--- config.mk ---
export PLATFORM = sky130hd
export DESIGN_NAME = io_bus_responder_flat
export DESIGN_NICKNAME = d
export VERILOG_FILES = /design/src/rtl/io_bus_responder_if.sv /design/src/rtl/io_bus_responder.sv /design/src/flat_wrapper.sv
export SDC_FILE = /design/constraint.sdc
export NUM_CORES = 1
export LEC_CHECK = 0
export ABC_AREA = 0
export CORE_AREA = 10 10 111 113
export CTS_CLUSTER_SIZE = 24
export DETAILED_ROUTE_END_ITERATION = 8
export DIE_AREA = 0 0 121 123
export GPL_ROUTABILITY_DRIVEN = 1
export PLACE_DENSITY = 0.88
export SLEW_MARGIN = 10
export SYNTH_ARGS = -nofsm -noshare
export SYNTH_HDL_FRONTEND = slang
export SYNTH_SLANG_ARGS = --single-unit
--- constraint.sdc ---
create_clock -name clk -period 3.75 [get_ports clk]
set_clock_uncertainty 0.05 [all_clocks]
set_input_delay 0.9375 -clock clk [delete_from_list [all_inputs] [get_ports clk]]
set_output_delay 0.9375 -clock clk [all_outputs]
set_load 0.1 [all_outputs]
--- src/rtl/io_bus_responder_if.sv ---
// Processor data-bus interface between the CPU (master) and an I/O responder (slave).
// Latency: none here. The responder returns load data one cycle after the request.
// Backpressure: none. The slave accepts every request strobe.
interface io_bus_responder_if #(
    parameter int DBITS = 32
) ();
    logic             bus_req;
    logic             bus_we;
    logic [DBITS-1:0] bus_addr;
    logic [DBITS-1:0] bus_wdata;
    logic             bus_hit;
    logic [DBITS-1:0] bus_rdata;
    logic             bus_rvalid;

    modport master (
        output bus_req, bus_we, bus_addr, bus_wdata,
        input  bus_hit, bus_rdata, bus_rvalid
    );

    modport slave (
        input  bus_req, bus_we, bus_addr, bus_wdata,
        output bus_hit, bus_rdata, bus_rvalid
    );
endinterface

--- src/rtl/io_bus_responder.sv ---
// Memory-mapped I/O responder: HEX/LEDR registers, synchronised KEY, debounced SW, sticky ready/overrun status.
// Latency: bus_hit is combinational; load data and rvalid arrive 1 cycle after the request; stores land at the next edge.
// Backpressure: none. Every request is accepted. Define IO_HEX_DECODE_EN for 7-segment font decoding of the HEX digits.
module io_bus_responder #(
    parameter int               DBITS           = 32,
    parameter logic [DBITS-1:0] ADDR_HEX        = 32'hF0000000,
    parameter logic [DBITS-1:0] ADDR_LEDR       = 32'hF0000004,
    parameter logic [DBITS-1:0] ADDR_KEY        = 32'hF0000010,
    parameter logic [DBITS-1:0] ADDR_SW         = 32'hF0000014,
    parameter logic [DBITS-1:0] ADDR_KCTRL      = 32'hF0000110,
    parameter logic [DBITS-1:0] ADDR_SCTRL      = 32'hF0000114,
    parameter int               DEBOUNCE_CYCLES = 100000
) (
    input  logic                clk,
    input  logic                reset,
    io_bus_responder_if.slave   bus,
    input  logic [3:0]          KEY,
    input  logic [9:0]          SW,
    output logic [9:0]          LEDR,
    output logic [6:0]          HEX0,
    output logic [6:0]          HEX1,
    output logic [6:0]          HEX2,
    output logic [6:0]          HEX3
);
    localparam int            CW      = $clog2(DEBOUNCE_CYCLES);
    localparam logic [CW-1:0] CNT_MAX = CW'(DEBOUNCE_CYCLES - 1);

    logic [15:0]      hex_q,     hex_d;
    logic [9:0]       ledr_q,    ledr_d;
    logic [3:0]       key_s1_q,  key_s1_d, key_s2_q, key_s2_d;
    logic [3:0]       kdata_q,   kdata_d;
    logic             kready_q,  kready_d, kovr_q, kovr_d;
    logic [9:0]       sw_s1_q,   sw_s1_d,  sw_s2_q,  sw_s2_d;
    logic [9:0]       sw_cand_q, sw_cand_d;
    logic [CW-1:0]    db_cnt_q,  db_cnt_d;
    logic [9:0]       sdata_q,   sdata_d;
    logic             sready_q,  sready_d, sovr_q, sovr_d;
    logic [DBITS-1:0] rdata_q,   rdata_d;
    logic             rvalid_q,  rvalid_d;

    logic sel_hex, sel_ledr, sel_key, sel_sw, sel_kctrl, sel_sctrl;
    logic hit, ld, st, key_chg, sw_chg;
    logic [3:0]       key_synced;
    logic [DBITS-1:0] rdata_mux;
    logic             unused_wdata;

    // Only the low 16 store-data bits carry register contents.
    assign unused_wdata = ^bus.bus_wdata[DBITS-1:16];

    // Address decode, read mux and next-state for every register.
    always_comb begin
        sel_hex   = (bus.bus_addr == ADDR_HEX);
        sel_ledr  = (bus.bus_addr == ADDR_LEDR);
        sel_key   = (bus.bus_addr == ADDR_KEY);
        sel_sw    = (bus.bus_addr == ADDR_SW);
        sel_kctrl = (bus.bus_addr == ADDR_KCTRL);
        sel_sctrl = (bus.bus_addr == ADDR_SCTRL);
        hit       = sel_hex | sel_ledr | sel_key | sel_sw | sel_kctrl | sel_sctrl;
        ld        = bus.bus_req & ~bus.bus_we & hit;
        st        = bus.bus_req &  bus.bus_we;

        rdata_mux = '0;
        if (sel_hex)   rdata_mux = DBITS'(hex_q);
        if (sel_ledr)  rdata_mux = DBITS'(ledr_q);
        if (sel_key)   rdata_mux = DBITS'(kdata_q);
        if (sel_sw)    rdata_mux = DBITS'(sdata_q);
        if (sel_kctrl) rdata_mux = DBITS'({kovr_q, 1'b0, kready_q});
        if (sel_sctrl) rdata_mux = DBITS'({sovr_q, 1'b0, sready_q});

        rdata_d  = ld ? rdata_mux : rdata_q;
        rvalid_d = ld;

        hex_d  = (st && sel_hex)  ? bus.bus_wdata[15:0] : hex_q;
        ledr_d = (st && sel_ledr) ? bus.bus_wdata[9:0]  : ledr_q;

        // Keys are active-low on the board; internally pressed = 1.
        key_s1_d   = KEY;
        key_s2_d   = key_s1_q;
        key_synced = ~key_s2_q;
        key_chg    = (key_synced != kdata_q);
        kdata_d    = key_chg ? key_synced : kdata_q;
        kready_d   = kready_q;
        if (ld && sel_key) kready_d = 1'b0;
        if (key_chg)       kready_d = 1'b1;
        // A change that coincides with a KDATA read is not an overrun: the old value was consumed.
        kovr_d = kovr_q;
        if (st && sel_kctrl && !bus.bus_wdata[2]) kovr_d = 1'b0;
        if (key_chg && kready_q && !(ld && sel_key)) kovr_d = 1'b1;

        // Switch debounce: candidate must stay put for DEBOUNCE_CYCLES cycles.
        sw_s1_d   = SW;
        sw_s2_d   = sw_s1_q;
        sw_cand_d = sw_cand_q;
        db_cnt_d  = db_cnt_q;
        if (sw_s2_q != sw_cand_q) begin
            sw_cand_d = sw_s2_q;
            db_cnt_d  = '0;
        end else if (db_cnt_q != CNT_MAX) begin
            db_cnt_d  = db_cnt_q + CW'(1);
        end
        sw_chg   = (db_cnt_q == CNT_MAX) && (sw_cand_q != sdata_q);
        sdata_d  = sw_chg ? sw_cand_q : sdata_q;
        sready_d = sready_q;
        if (ld && sel_sw) sready_d = 1'b0;
        if (sw_chg)       sready_d = 1'b1;
        sovr_d = sovr_q;
        if (st && sel_sctrl && !bus.bus_wdata[2]) sovr_d = 1'b0;
        if (sw_chg && sready_q && !(ld && sel_sw)) sovr_d = 1'b1;
    end

    // State registers with synchronous active-low reset; synchronisers reset to idle inputs.
    always_ff @(posedge clk) begin
        if (!reset) begin
            hex_q     <= '0;
            ledr_q    <= '0;
            key_s1_q  <= 4'hF;
            key_s2_q  <= 4'hF;
            kdata_q   <= '0;
            kready_q  <= 1'b0;
            kovr_q    <= 1'b0;
            sw_s1_q   <= '0;
            sw_s2_q   <= '0;
            sw_cand_q <= '0;
            db_cnt_q  <= '0;
            sdata_q   <= '0;
            sready_q  <= 1'b0;
            sovr_q    <= 1'b0;
            rdata_q   <= '0;
            rvalid_q  <= 1'b0;
        end else begin
            hex_q     <= hex_d;
            ledr_q    <= ledr_d;
            key_s1_q  <= key_s1_d;
            key_s2_q  <= key_s2_d;
            kdata_q   <= kdata_d;
            kready_q  <= kready_d;
            kovr_q    <= kovr_d;
            sw_s1_q   <= sw_s1_d;
            sw_s2_q   <= sw_s2_d;
            sw_cand_q <= sw_cand_d;
            db_cnt_q  <= db_cnt_d;
            sdata_q   <= sdata_d;
            sready_q  <= sready_d;
            sovr_q    <= sovr_d;
            rdata_q   <= rdata_d;
            rvalid_q  <= rvalid_d;
        end
    end

`ifdef IO_HEX_DECODE_EN
    function automatic logic [6:0] seg7(input logic [3:0] n);
        case (n)
            4'h0: seg7 = 7'b1000000;  4'h1: seg7 = 7'b1111001;
            4'h2: seg7 = 7'b0100100;  4'h3: seg7 = 7'b0110000;
            4'h4: seg7 = 7'b0011001;  4'h5: seg7 = 7'b0010010;
            4'h6: seg7 = 7'b0000010;  4'h7: seg7 = 7'b1111000;
            4'h8: seg7 = 7'b0000000;  4'h9: seg7 = 7'b0010000;
            4'hA: seg7 = 7'b0001000;  4'hB: seg7 = 7'b0000011;
            4'hC: seg7 = 7'b1000110;  4'hD: seg7 = 7'b0100001;
            4'hE: seg7 = 7'b0000110;  default: seg7 = 7'b0001110;
        endcase
    endfunction
`else
    // Raw nibble on the low segments, active-low.
    function automatic logic [6:0] seg7(input logic [3:0] n);
        seg7 = ~{3'b000, n};
    endfunction
`endif

    assign HEX0           = seg7(hex_q[3:0]);
    assign HEX1           = seg7(hex_q[7:4]);
    assign HEX2           = seg7(hex_q[11:8]);
    assign HEX3           = seg7(hex_q[15:12]);
    assign LEDR           = ledr_q;
    assign bus.bus_hit    = hit;
    assign bus.bus_rdata  = rdata_q;
    assign bus.bus_rvalid = rvalid_q;
endmodule

--- src/flat_wrapper.sv ---
// flat-port wrapper written by rule: the top's interface ports become plain ports
module io_bus_responder_flat 
#(
    parameter int               DBITS           = 32,
    parameter logic [DBITS-1:0] ADDR_HEX        = 32'hF0000000,
    parameter logic [DBITS-1:0] ADDR_LEDR       = 32'hF0000004,
    parameter logic [DBITS-1:0] ADDR_KEY        = 32'hF0000010,
    parameter logic [DBITS-1:0] ADDR_SW         = 32'hF0000014,
    parameter logic [DBITS-1:0] ADDR_KCTRL      = 32'hF0000110,
    parameter logic [DBITS-1:0] ADDR_SCTRL      = 32'hF0000114,
    parameter int               DEBOUNCE_CYCLES = 100000
)
  (clk, reset, KEY, SW, LEDR, HEX0, HEX1, HEX2, HEX3, bus_bus_req, bus_bus_we, bus_bus_addr, bus_bus_wdata, bus_bus_hit, bus_bus_rdata, bus_bus_rvalid);
  io_bus_responder_if #(.DBITS(DBITS)) bus_i ();
  input  logic clk;
  input  logic reset;
  input  logic [3:0] KEY;
  input  logic [9:0] SW;
  output logic [9:0] LEDR;
  output logic [6:0] HEX0;
  output logic [6:0] HEX1;
  output logic [6:0] HEX2;
  output logic [6:0] HEX3;
  input wire logic [$bits(bus_i.bus_req)-1:0] bus_bus_req;
  input wire logic [$bits(bus_i.bus_we)-1:0] bus_bus_we;
  input wire logic [$bits(bus_i.bus_addr)-1:0] bus_bus_addr;
  input wire logic [$bits(bus_i.bus_wdata)-1:0] bus_bus_wdata;
  output wire logic [$bits(bus_i.bus_hit)-1:0] bus_bus_hit;
  output wire logic [$bits(bus_i.bus_rdata)-1:0] bus_bus_rdata;
  output wire logic [$bits(bus_i.bus_rvalid)-1:0] bus_bus_rvalid;
  assign bus_i.bus_req = bus_bus_req;
  assign bus_i.bus_we = bus_bus_we;
  assign bus_i.bus_addr = bus_bus_addr;
  assign bus_i.bus_wdata = bus_bus_wdata;
  assign bus_bus_hit = bus_i.bus_hit;
  assign bus_bus_rdata = bus_i.bus_rdata;
  assign bus_bus_rvalid = bus_i.bus_rvalid;
  io_bus_responder #(.DBITS(DBITS), .ADDR_HEX(ADDR_HEX), .ADDR_LEDR(ADDR_LEDR), .ADDR_KEY(ADDR_KEY), .ADDR_SW(ADDR_SW), .ADDR_KCTRL(ADDR_KCTRL), .ADDR_SCTRL(ADDR_SCTRL), .DEBOUNCE_CYCLES(DEBOUNCE_CYCLES)) u_core (.clk(clk), .reset(reset), .bus(bus_i), .KEY(KEY), .SW(SW), .LEDR(LEDR), .HEX0(HEX0), .HEX1(HEX1), .HEX2(HEX2), .HEX3(HEX3));
endmodule
==> impl_metrics.prom, run 1 <==
# TYPE chip_impl_metric gauge
chip_impl_info{name="outcome",value="finished clean"} 1
chip_impl_metric{name="yosysUniqueCellTypes",unit=""} 55
chip_impl_metric{name="place_ws",unit="ps"} 131
chip_impl_info{name="standard_cell_with_the_maximum_stage_delay_on_the_critical_path",value="sky130_fd_sc_hd__clkdlybuf4s50_1"} 1
chip_impl_metric{name="clk_pin_slew",unit="ps"} 60
chip_impl_info{name="start_kind",value="primary input"} 1
chip_impl_metric{name="synth-warning-count",unit=""} 0
chip_impl_metric{name="antenna_cells",unit=""} 0
chip_impl_metric{name="dieHeight",unit="µm"} 123
chip_impl_metric{name="num_rows",unit=""} 37
chip_impl_metric{name="timing.final.ws_setup",unit="ps"} 177
chip_impl_info{name="yosysTopAreaCell",value="sky130_fd_sc_hd__dfxtp_1"} 1
chip_impl_metric{name="synth-seq-area-share",unit=""} 0.456
chip_impl_metric{name="required",unit="ps"} 2760
chip_impl_metric{name="synth_to_final_area_change",unit="%"} 32.1
chip_impl_metric{name="drtAntennaViolNets",unit=""} 0
chip_impl_metric{name="fin_crit_sh",unit=""} 0.953
chip_impl_metric{name="initial_utilization",unit=""} 0.503
chip_impl_metric{name="coreArea",unit="mm²"} 0.0101
chip_impl_metric{name="synth_enable_flop_cells",unit=""} 0
chip_impl_metric{name="cts-resized-gates",unit=""} 0
chip_impl_metric{name="ys_ff_latch",unit=""} 116
chip_impl_metric{name="syn_area_per_cell",unit="µm²"} 9.27
chip_impl_metric{name="drc",unit=""} 0
chip_impl_metric{name="path_max_fanout",unit=""} 4
chip_impl_info{name="synth-main-ff-cell",value="sky130_fd_sc_hd__dfxtp_1"} 1
chip_impl_metric{name="routed_via_density",unit=""} 5.39
chip_impl_metric{name="global_route_wire_length_before_repair",unit="µm"} 22000
chip_impl_metric{name="routability_cong",unit=""} 0.874
chip_impl_metric{name="postRouteWirelength",unit="µm"} 13900
chip_impl_metric{name="floorplan.io_pins",unit=""} 154
chip_impl_metric{name="power.density_cell_area",unit="mW/mm²"} 464
chip_impl_metric{name="number_of_pins_with_negative_max_slew_slack_in_the_final_report",unit=""} 0
chip_impl_info{name="min-delay-path-class",value="reg2reg"} 1
chip_impl_metric{name="finalCriticalPeriod",unit="ps"} 3570
chip_impl_metric{name="numPortBuffers",unit=""} 109
chip_impl_info{name="timing_worst_setup_path_type",value="in2out"} 1
chip_impl_metric{name="clock_sinks",unit=""} 116
chip_impl_metric{name="die_area",unit="mm²"} 0.0149
chip_impl_metric{name="post_cts.repair.setup_buffers",unit=""} 0
chip_impl_metric{name="detailroute.via_count",unit=""} 4353
chip_impl_info{name="setup_repair_after_global_routing_missed_its_margin",value="no"} 1
chip_impl_info{name="post-synth-top-count-cell",value="sky130_fd_sc_hd__dfxtp_1"} 1
chip_impl_metric{name="final_layout_size_suffix_gt1_frac",unit=""} 0.141
chip_impl_info{name="crit_path_cell_trace",value="clkdlybuf4s50_1, nor4_4, nand4_4, or2_2, nor2_2, buf_12"} 1
chip_impl_metric{name="cts_hold_buf",unit=""} 0
chip_impl_metric{name="insertion_delay",unit="ps"} 520
chip_impl_info{name="netlist_top_cells_count",value="116 x sky130_fd_sc_hd__dfxtp_1, 77 x sky130_fd_sc_hd__nand2_1, 32 x sky130_fd_sc_hd__and2_1"} 1
chip_impl_info{name="yosys-top-cells-area",value="sky130_fd_sc_hd__dfxtp_1 46%, sky130_fd_sc_hd__nand2_1 5.7%, sky130_fd_sc_hd__mux2i_1 5.3%"} 1
chip_impl_metric{name="arrival",unit="ps"} 2590
chip_impl_metric{name="cap_violations",unit=""} 0
chip_impl_metric{name="syn-cell-area",unit="mm²"} 0.00510
chip_impl_metric{name="grt_max_degree",unit=""} 82
chip_impl_metric{name="tightestPinTransition",unit="ps"} 1000
chip_impl_metric{name="finalSetupViolCount",unit=""} 0
chip_impl_metric{name="power.ir.vdd_worst",unit="V"} 0.000355
chip_impl_metric{name="final.setup.tns",unit="ps"} 0
chip_impl_metric{name="routed_wire_length_per_instance",unit="µm"} 17.2
chip_impl_metric{name="grt_util_all_layers",unit=""} 0.183
chip_impl_info{name="clk_root_buffer_cell",value="sky130_fd_sc_hd__clkbuf_8"} 1
chip_impl_metric{name="cts_htree_levels",unit=""} 4
chip_impl_metric{name="die_width",unit="µm"} 121
chip_impl_metric{name="cts_max_path_bufs",unit=""} 2
chip_impl_metric{name="final.fill_count",unit=""} 727
chip_impl_metric{name="async_flop_share",unit=""} 0
chip_impl_info{name="timing.critical_path.to_type",value="output port"} 1
chip_impl_metric{name="synth_cells",unit=""} 550
chip_impl_metric{name="finalHoldViolations",unit=""} 0
chip_impl_metric{name="ff_latch_area",unit="mm²"} 0.00232
chip_impl_metric{name="detail_route.iter0.violations",unit=""} 363
chip_impl_metric{name="dp_hpwl",unit="µm"} 9530
chip_impl_metric{name="multi_input_comb_area",unit="mm²"} 0.00246
chip_impl_metric{name="clock.fmax",unit="MHz"} 280
chip_impl_metric{name="post-synth-top-area-fraction",unit=""} 0.456
chip_impl_metric{name="first_global_vias",unit=""} 4397
chip_impl_metric{name="numCtsBuffers",unit=""} 17
chip_impl_metric{name="worst_slew_margin_rel",unit=""} 0.329
chip_impl_metric{name="fin_nets",unit=""} 742
chip_impl_info{name="cts_tree",value="built"} 1
chip_impl_metric{name="drt_pre_antenna_iters",unit=""} 5
chip_impl_metric{name="grt_antenna_before_repair",unit=""} 0
chip_impl_metric{name="min_path_cells",unit=""} 1
chip_impl_metric{name="critPathMaxStageDelay",unit="ps"} 440
chip_impl_metric{name="worst_r2r_path_depth",unit=""} 5
chip_impl_metric{name="globalRoute.totalOverflow",unit=""} 0
chip_impl_metric{name="power.leakage",unit="nW"} 2.52
path summary, 6_finish.rpt:
check	slack (ps)	end	startpoint
setup / recovery	180	bus_bus_hit	bus_bus_addr[0]
hold / removal	360	u_core.key_s2_q[3]	u_core.key_s1_q[3]
setup reg to reg	1220	u_core.sdata_q[1]	u_core.db_cnt_q[5]
hold reg to reg	360	u_core.key_s2_q[3]	u_core.key_s1_q[3]
per-stage QoR:
step | instance area, µm² | total power, mW | instances | hold slack (ps) | util
after global placement | 6150 | 1.58 | 776 | 344 | 0.607
after global routing | 6730 | 3.22 | 808 | 386 | 0.664
final | 6730 | 3.12 | 808 | 359 | 0.664
after detailed placement | 6150 | 1.59 | 776 | 347 | 0.607
after floorplan | 5200 | 1.51 | 576 | 336 | -
after CTS | 6730 | 3.15 | 808 | 360 | 0.664
sequential cells by signal, indices dropped and copies added (netlist names):
signal	cells
u_core.sw_s2_q	10
u_core.key_s2_q	4
u_core.sw_cand_q	10
u_core.sovr_q	1
u_core.LEDR	10
u_core.sready_q	1
u_core.bus.bus_rdata	16
u_core.key_s1_q	4
u_core.kready_q	1
u_core.sw_s1_q	10
u_core.sdata_q	10
u_core.kovr_q	1
u_core.kdata_q	4
u_core.hex_q	16
u_core.bus.bus_rvalid	1
u_core.db_cnt_q	17
cells in the final DEF (no fill, tap or decap), drive strengths merged, types with 5 or more instances in the layout:
cell type and n:
nand2 77, dfxtp 116, and2 32, o21ai 8
xor2 22, clkdlybuf4s50 82, a21oi 30, or3 7
a22oi 8, a211oi 7, xnor2 15, clkbuf 19
buf 38, inv 24, nor2 25, mux2 6
nor4 15, nand3 19, nand2b 10, nor3 5
mux2i 27, conb 28, clkinv 5, nand4 10
kinds of logic (layout without fill, tap and decap cells):
| kind of cell | count (synthesis) | after routing | share of synthesized area |
|---|---|---|---|
| fa+ha+maj | 1 | 1 | 0.00245 |
| other cells | 2 | 28 | 0.00147 |
| compound gates | 62 | 62 | 0.0739 |
| simple gates | 219 | 219 | 0.242 |
| buf+inv | 77 | 173 | 0.0817 |
| flops | 116 | 116 | 0.456 |
| mux | 36 | 36 | 0.0795 |
| xor+xnor | 37 | 37 | 0.0636 |
metal layers:
| metal | up-vias | wire length (µm) | GRT usage |
|---|---|---|---|
| li1 | 2038 | - | - |
| met1 | 2000 | 5540 | 0.203 |
| met2 | 257 | 6570 | 0.301 |
| met3 | 58 | 1280 | 0.0670 |
| met4 | 0 | 547 | 0.0988 |
| met5 | - | 0 | 0 |
power by group:
part | total, mW | internal, mW | switching [mW] | leakage, nW
clock | 1.56 | 0.971 | 0.587 | 0.276
sequential | 1.27 | 1.26 | 0.0123 | 0.942
combinational | 0.299 | 0.0952 | 0.204 | 1.30
layout make-up:
cell class                 instances  area share
multi-input combinational        383       0.366
sequential                       116       0.345
timing repair buffer             120       0.166
clock buffer                      19      0.0641
tap                              136      0.0253
clock inverter                    13      0.0221
inverter                          21      0.0117
critical path: cells and delay by family:
kind | cells | cell delay [ps]
buf+inv | 2 | 630
simple gates | 4 | 1000
Power figures use the tool's default switching activity.
==> inputs of run 2 (changes only) <==
CELL_PAD_IN_SITES_DETAIL_PLACEMENT = 0   (was not set)
CELL_PAD_IN_SITES_GLOBAL_PLACEMENT = 1   (was not set)
CORE_AREA = 10 10 127 129   (was 10 10 111 113)
DIE_AREA = 0 0 137 139   (was 0 0 121 123)
clock period = 4.6 ns   (was 3.75 ns; I/O delays follow)
==> impl_metrics.prom, run 2 (synthesis results as in run 1) <==
# TYPE chip_impl_metric gauge
chip_impl_metric{name="place_ws",unit="ps"} 445
chip_impl_metric{name="met2_length",unit="µm"} 6110
chip_impl_metric{name="final.setup.tns",unit="ps"} 0
chip_impl_metric{name="cts_htree_levels",unit=""} 4
chip_impl_metric{name="cts-resized-gates",unit=""} 0
chip_impl_info{name="layout.cells.most_common",value="sky130_fd_sc_hd__dfxtp_1"} 1
chip_impl_metric{name="cts_hold_buf",unit=""} 0
chip_impl_info{name="critical_path.reg2reg.startpoint",value="u_core.db_cnt_q[5]"} 1
chip_impl_metric{name="global_route_wire_length_before_repair",unit="µm"} 21100
chip_impl_info{name="most-common-layout-cells",value="116 x sky130_fd_sc_hd__dfxtp_1, 107 x sky130_fd_sc_hd__clkdlybuf4s50_1, 77 x sky130_fd_sc_hd__nand2_1"} 1
chip_impl_metric{name="grt_util_all_layers",unit=""} 0.137
chip_impl_metric{name="clock_sinks",unit=""} 116
chip_impl_metric{name="required",unit="ps"} 3400
chip_impl_metric{name="cap_violations",unit=""} 0
chip_impl_metric{name="min_path_cells",unit=""} 1
chip_impl_info{name="outcome",value="finished clean"} 1
chip_impl_metric{name="num_rows",unit=""} 43
chip_impl_metric{name="power.leakage",unit="nW"} 2.47
chip_impl_metric{name="die_area",unit="mm²"} 0.0190
chip_impl_metric{name="post_cts.repair.setup_buffers",unit=""} 0
chip_impl_metric{name="dp_hpwl",unit="µm"} 9620
chip_impl_metric{name="number_of_pins_with_negative_max_slew_slack_in_the_final_report",unit=""} 0
chip_impl_metric{name="fin_nets",unit=""} 738
chip_impl_info{name="min-delay-path-class",value="reg2reg"} 1
chip_impl_metric{name="numPortBuffers",unit=""} 109
chip_impl_metric{name="largest_register_ff_count",unit=""} 17
chip_impl_metric{name="final_layout_size_suffix_gt1_frac",unit=""} 0.0988
chip_impl_metric{name="ff_latch_area",unit="mm²"} 0.00232
chip_impl_metric{name="fin_crit_sh",unit=""} 0.899
chip_impl_metric{name="power.ir.vdd_worst",unit="V"} 0.000207
chip_impl_metric{name="grt_antenna_before_repair",unit=""} 0
chip_impl_metric{name="finalCriticalPeriod",unit="ps"} 4130
chip_impl_info{name="timing_worst_setup_path_type",value="in2out"} 1
chip_impl_metric{name="first_global_vias",unit=""} 4127
chip_impl_metric{name="insertion_delay",unit="ps"} 410
chip_impl_metric{name="detail_route.iter0.violations",unit=""} 358
chip_impl_info{name="critical_path.reg2reg.endpoint",value="u_core.db_cnt_q[3]"} 1
chip_impl_info{name="timing.hold.worst_endpoint",value="u_core.key_s2_q[0]"} 1
chip_impl_metric{name="tightestPinTransition",unit="ps"} 1020
chip_impl_metric{name="drc",unit=""} 0
chip_impl_metric{name="clock.fmax",unit="MHz"} 242
chip_impl_metric{name="postRouteWirelength",unit="µm"} 12900
chip_impl_metric{name="timing.final.ws_setup",unit="ps"} 465
chip_impl_metric{name="routed_via_density",unit=""} 4.86
chip_impl_metric{name="arrival",unit="ps"} 2930
chip_impl_metric{name="path_max_fanout",unit=""} 7
chip_impl_metric{name="die_width",unit="µm"} 137
chip_impl_info{name="hold_path.startpoint",value="u_core.key_s1_q[0]"} 1
chip_impl_metric{name="grt_max_degree",unit=""} 82
chip_impl_metric{name="drt_pre_antenna_iters",unit=""} 5
chip_impl_metric{name="detailroute.via_count",unit=""} 4125
chip_impl_metric{name="floorplan.io_pins",unit=""} 154
chip_impl_metric{name="numCtsBuffers",unit=""} 17
chip_impl_metric{name="synth_to_final_area_change",unit="%"} 33.9
chip_impl_metric{name="worst_r2r_path_depth",unit=""} 5
chip_impl_metric{name="utilization",unit=""} 0.500
chip_impl_metric{name="power.density_cell_area",unit="mW/mm²"} 376
chip_impl_metric{name="routability_cong",unit=""} 0.820
chip_impl_info{name="top_register",value="u_core.db_cnt_q"} 1
chip_impl_metric{name="coreArea",unit="mm²"} 0.0137
chip_impl_info{name="highest_signal_layer",value="met4"} 1
chip_impl_info{name="cts_tree",value="built"} 1
chip_impl_metric{name="finalHoldViolations",unit=""} 0
chip_impl_info{name="start_kind",value="primary input"} 1
chip_impl_metric{name="routed_wire_length_per_instance",unit="µm"} 15.3
chip_impl_metric{name="finalSetupViolCount",unit=""} 0
chip_impl_metric{name="dieHeight",unit="µm"} 139
chip_impl_metric{name="worst_slew_margin_rel",unit=""} 0.316
chip_impl_metric{name="antenna_cells",unit=""} 0
chip_impl_info{name="clk_root_buffer_cell",value="sky130_fd_sc_hd__clkbuf_16"} 1
chip_impl_metric{name="multi_input_comb_area",unit="mm²"} 0.00246
chip_impl_metric{name="drtAntennaViolNets",unit=""} 0
chip_impl_metric{name="cts_max_path_bufs",unit=""} 2
chip_impl_metric{name="final.fill_count",unit=""} 1274
chip_impl_metric{name="wirelength_met1",unit="µm"} 5710
chip_impl_info{name="timing.critical_path.to_type",value="output port"} 1
chip_impl_info{name="setup_repair_after_global_routing_missed_its_margin",value="no"} 1
chip_impl_metric{name="timing.reg2reg.setup_slack",unit="ps"} 2160
chip_impl_metric{name="initial_utilization",unit=""} 0.373
chip_impl_metric{name="met3RoutedLength",unit="µm"} 997
chip_impl_metric{name="globalRoute.totalOverflow",unit=""} 0
chip_impl_metric{name="clk_pin_slew",unit="ps"} 50
-- run 2: how the worst max path moves through the flow --
stage	cells after the start	slack (ps)	to	from
floorplan	4	150	bus_bus_hit	bus_bus_addr[18]
CTS	6	450	bus_bus_hit	bus_bus_addr[25]
finish	6	470	bus_bus_hit	bus_bus_addr[25]
detailed placement	6	440	bus_bus_hit	bus_bus_addr[25]
global placement	6	440	bus_bus_hit	bus_bus_addr[18]
global route	6	350	bus_bus_hit	bus_bus_addr[16]
-- run 2: critical path, cell delays in order --
cell	delay (ps)
sky130_fd_sc_hd__clkdlybuf4s50_1	410
sky130_fd_sc_hd__nor4b_2	320
sky130_fd_sc_hd__nand4_2	240
sky130_fd_sc_hd__or2_2	400
sky130_fd_sc_hd__nor2_1	200
sky130_fd_sc_hd__buf_12	200
-- run 2: cell type report --
cell class                      instances  share of cell area
Multi-Input combinational cell        383               0.361
Clock buffer                           18              0.0643
Timing Repair Buffer                  116               0.168
Sequential cell                       116               0.340
Inverter                               21              0.0115
Tap cell                              180              0.0330
Clock inverter                         14              0.0220
-- run 2: routing by layer --
| metal | global-route usage | up-vias |
|---|---|---|
| li1 | - | 2030 |
| met1 | 0.174 | 1931 |
| met3 | 0.0402 | 10 |
| met2 | 0.214 | 154 |
| met5 | 0 | - |
| met4 | 0.0461 | 0 |
-- run 2: metrics by stage --
stage	instances	cell area [µm²]	hold WS, ps	power [mW]
floorplan	576	5190	336	1.23
global placement	816	6240	349	1.29
detailed placement	816	6240	348	1.29
CTS	848	6830	361	2.59
global route	848	6830	392	2.66
finish	848	6830	358	2.57
-- run 2: power breakdown --
part | internal [mW] | switching (mW)
clock network | 0.815 | 0.483
logic | 0.0776 | 0.161
registers | 1.02 | 0.00962
==> inputs of run 3 (changes only) <==
GPL_ROUTABILITY_DRIVEN = 0   (was 1)
PLACE_DENSITY = not set   (was 0.88)
PLACE_DENSITY_LB_ADDON = 0.1   (was not set)
==> impl_metrics.prom, run 3 (synthesis results as in run 1) <==
# TYPE chip_impl_metric gauge
chip_impl_info{name="outcome",value="finished clean"} 1
chip_impl_metric{name="cts-resized-gates",unit=""} 0
chip_impl_metric{name="cap_violations",unit=""} 0
chip_impl_metric{name="antenna_cells",unit=""} 0
chip_impl_metric{name="die_width",unit="µm"} 137
chip_impl_metric{name="post_cts.repair.setup_buffers",unit=""} 0
chip_impl_info{name="clk_root_buffer_cell",value="sky130_fd_sc_hd__clkbuf_16"} 1
chip_impl_metric{name="met2_length",unit="µm"} 5960
chip_impl_metric{name="drc",unit=""} 0
chip_impl_info{name="min-delay-path-class",value="reg2reg"} 1
chip_impl_metric{name="utilization",unit=""} 0.500
chip_impl_metric{name="finalCriticalPeriod",unit="ps"} 4190
chip_impl_metric{name="num_rows",unit=""} 43
chip_impl_metric{name="numCtsBuffers",unit=""} 17
chip_impl_metric{name="postRouteWirelength",unit="µm"} 13100
chip_impl_info{name="highest_signal_layer",value="met4"} 1
chip_impl_metric{name="finalHoldViolations",unit=""} 0
chip_impl_metric{name="grt_antenna_before_repair",unit=""} 0
chip_impl_metric{name="design_power_total",unit="mW"} 2.55
chip_impl_metric{name="detail_route.iter0.violations",unit=""} 236
chip_impl_metric{name="cts_hold_buf",unit=""} 0
chip_impl_metric{name="routed_via_density",unit=""} 4.71
chip_impl_metric{name="fin_crit_sh",unit=""} 0.911
chip_impl_metric{name="power.density_cell_area",unit="mW/mm²"} 374
chip_impl_metric{name="dp.cells",unit=""} 817
chip_impl_metric{name="initial_utilization",unit=""} 0.373
chip_impl_metric{name="grt_util_all_layers",unit=""} 0.138
chip_impl_metric{name="drtAntennaViolNets",unit=""} 0
chip_impl_metric{name="critical_path.n_buffers_inverters",unit=""} 2
chip_impl_metric{name="required",unit="ps"} 3400
chip_impl_metric{name="dieHeight",unit="µm"} 139
chip_impl_metric{name="synth_to_final_area_change",unit="%"} 34.0
chip_impl_metric{name="final.setup.tns",unit="ps"} 0
chip_impl_metric{name="clock_sinks",unit=""} 116
chip_impl_info{name="layout.cells.most_common",value="sky130_fd_sc_hd__dfxtp_1"} 1
chip_impl_info{name="start_kind",value="primary input"} 1
chip_impl_metric{name="clk_pin_slew",unit="ps"} 50
chip_impl_info{name="most-common-layout-cells",value="116 x sky130_fd_sc_hd__dfxtp_1, 107 x sky130_fd_sc_hd__clkdlybuf4s50_1, 77 x sky130_fd_sc_hd__nand2_1"} 1
chip_impl_metric{name="coreArea",unit="mm²"} 0.0137
chip_impl_metric{name="largest_register_ff_count",unit=""} 17
chip_impl_metric{name="cts_max_path_bufs",unit=""} 2
chip_impl_metric{name="number_of_pins_with_negative_max_slew_slack_in_the_final_report",unit=""} 0
chip_impl_metric{name="clock.fmax",unit="MHz"} 239
chip_impl_info{name="timing.critical_path.to_type",value="output port"} 1
chip_impl_info{name="top_register",value="u_core.db_cnt_q"} 1
chip_impl_metric{name="cts_htree_levels",unit=""} 4
chip_impl_metric{name="die_area",unit="mm²"} 0.0190
chip_impl_metric{name="critPathMaxStageDelay",unit="ps"} 430
chip_impl_metric{name="path_max_fanout",unit=""} 7
chip_impl_metric{name="globalRoute.totalOverflow",unit=""} 0
chip_impl_metric{name="routed_wire_length_per_instance",unit="µm"} 15.5
chip_impl_metric{name="finalSetupViolCount",unit=""} 0
chip_impl_metric{name="detailroute.via_count",unit=""} 3990
chip_impl_metric{name="wirelength_met1",unit="µm"} 6220
chip_impl_info{name="crit_family",value="simple AND/OR/NAND/NOR gates"} 1
chip_impl_metric{name="tightestPinTransition",unit="ps"} 1030
chip_impl_metric{name="worst_slew_margin_rel",unit=""} 0.309
chip_impl_metric{name="grt_max_degree",unit=""} 82
chip_impl_metric{name="global_route_wire_length_before_repair",unit="µm"} 20900
chip_impl_metric{name="final_layout_size_suffix_gt1_frac",unit=""} 0.0958
chip_impl_info{name="crit_path_cell_trace",value="clkdlybuf4s50_1, nor4_2, nand4_2, or2_2, nor2_1, buf_12"} 1
chip_impl_metric{name="met3RoutedLength",unit="µm"} 791
chip_impl_metric{name="arrival",unit="ps"} 2990
chip_impl_metric{name="drt_pre_antenna_iters",unit=""} 4
chip_impl_metric{name="first_global_vias",unit=""} 3961
chip_impl_metric{name="power.ir.vdd_worst",unit="V"} 0.000217
chip_impl_metric{name="floorplan.io_pins",unit=""} 154
chip_impl_metric{name="power.leakage",unit="nW"} 2.47
chip_impl_metric{name="numPortBuffers",unit=""} 109
chip_impl_metric{name="fin_nets",unit=""} 739
chip_impl_metric{name="dp_hpwl",unit="µm"} 9770
chip_impl_info{name="timing_worst_setup_path_type",value="in2out"} 1
chip_impl_info{name="standard_cell_with_the_maximum_stage_delay_on_the_critical_path",value="sky130_fd_sc_hd__clkdlybuf4s50_1"} 1
chip_impl_metric{name="number_of_standard_cells_in_the_layout_taps_in_and_fillers_out",unit=""} 848
chip_impl_metric{name="insertion_delay",unit="ps"} 400
chip_impl_info{name="cts_tree",value="built"} 1
chip_impl_info{name="setup_repair_after_global_routing_missed_its_margin",value="no"} 1
## run 3: cell types whose count changed in the layout (fill, tap and decap cells not counted)
| cell | delta |
|---|---|
| sky130_fd_sc_hd__buf_4 | +1 |
| sky130_fd_sc_hd__clkbuf_1 | +2 |
| sky130_fd_sc_hd__clkinv_4 | -3 |
| sky130_fd_sc_hd__clkinvlp_4 | +1 |
| sky130_fd_sc_hd__clkbuf_8 | +3 |
| sky130_fd_sc_hd__clkinv_2 | -1 |
| sky130_fd_sc_hd__inv_6 | -3 |
## run 3: area by class of cell
cell class | instances | area [µm²]
Clock buffer | 23 | 488
Clock inverter | 8 | 100
Fill cell | 1323 | 6830
Inverter | 21 | 78.8
Multi-Input combinational cell | 383 | 2460
Sequential cell | 116 | 2320
Tap cell | 180 | 225
Timing Repair Buffer | 117 | 1160
## run 3: metal layers
| metal | track usage | vias to the layer above |
|---|---|---|
| met4 | 0.0538 | 0 |
| met3 | 0.0460 | 11 |
| li1 | - | 2032 |
| met2 | 0.203 | 105 |
| met5 | 0 | - |
| met1 | 0.183 | 1842 |
## run 3: power by group
group          internal, mW  switching [mW]
registers              1.02         0.00949
clock network         0.848           0.431
logic                0.0775           0.162
## run 3: through the flow
stage	cell area (µm²)	hold WS (ps)	setup slack [ps]
global placement	6240	345	402
detailed placement	6240	352	383
CTS	6830	360	375
finish	6830	358	409
floorplan	5190	336	147
global route	6830	368	275
## run 3: final timing paths
| check | cells after the start | startpoint | to | slack, ps |
|---|---|---|---|---|
| hold reg to reg | 1 | u_core.key_s1_q[0] | u_core.key_s2_q[0] | 360 |
| hold / removal | 1 | u_core.key_s1_q[0] | u_core.key_s2_q[0] | 360 |
| setup reg to reg | 5 | u_core.db_cnt_q[4] | u_core.db_cnt_q[3] | 2120 |
| setup / recovery | 6 | bus_bus_addr[18] | bus_bus_hit | 410 |
## run 3: worst register-to-register path: cells and delay by family, from the launching register on
family | cells | cell delay (ps)
compound gates | 2 | 310
simple gates | 3 | 1610
flops | 1 | 420
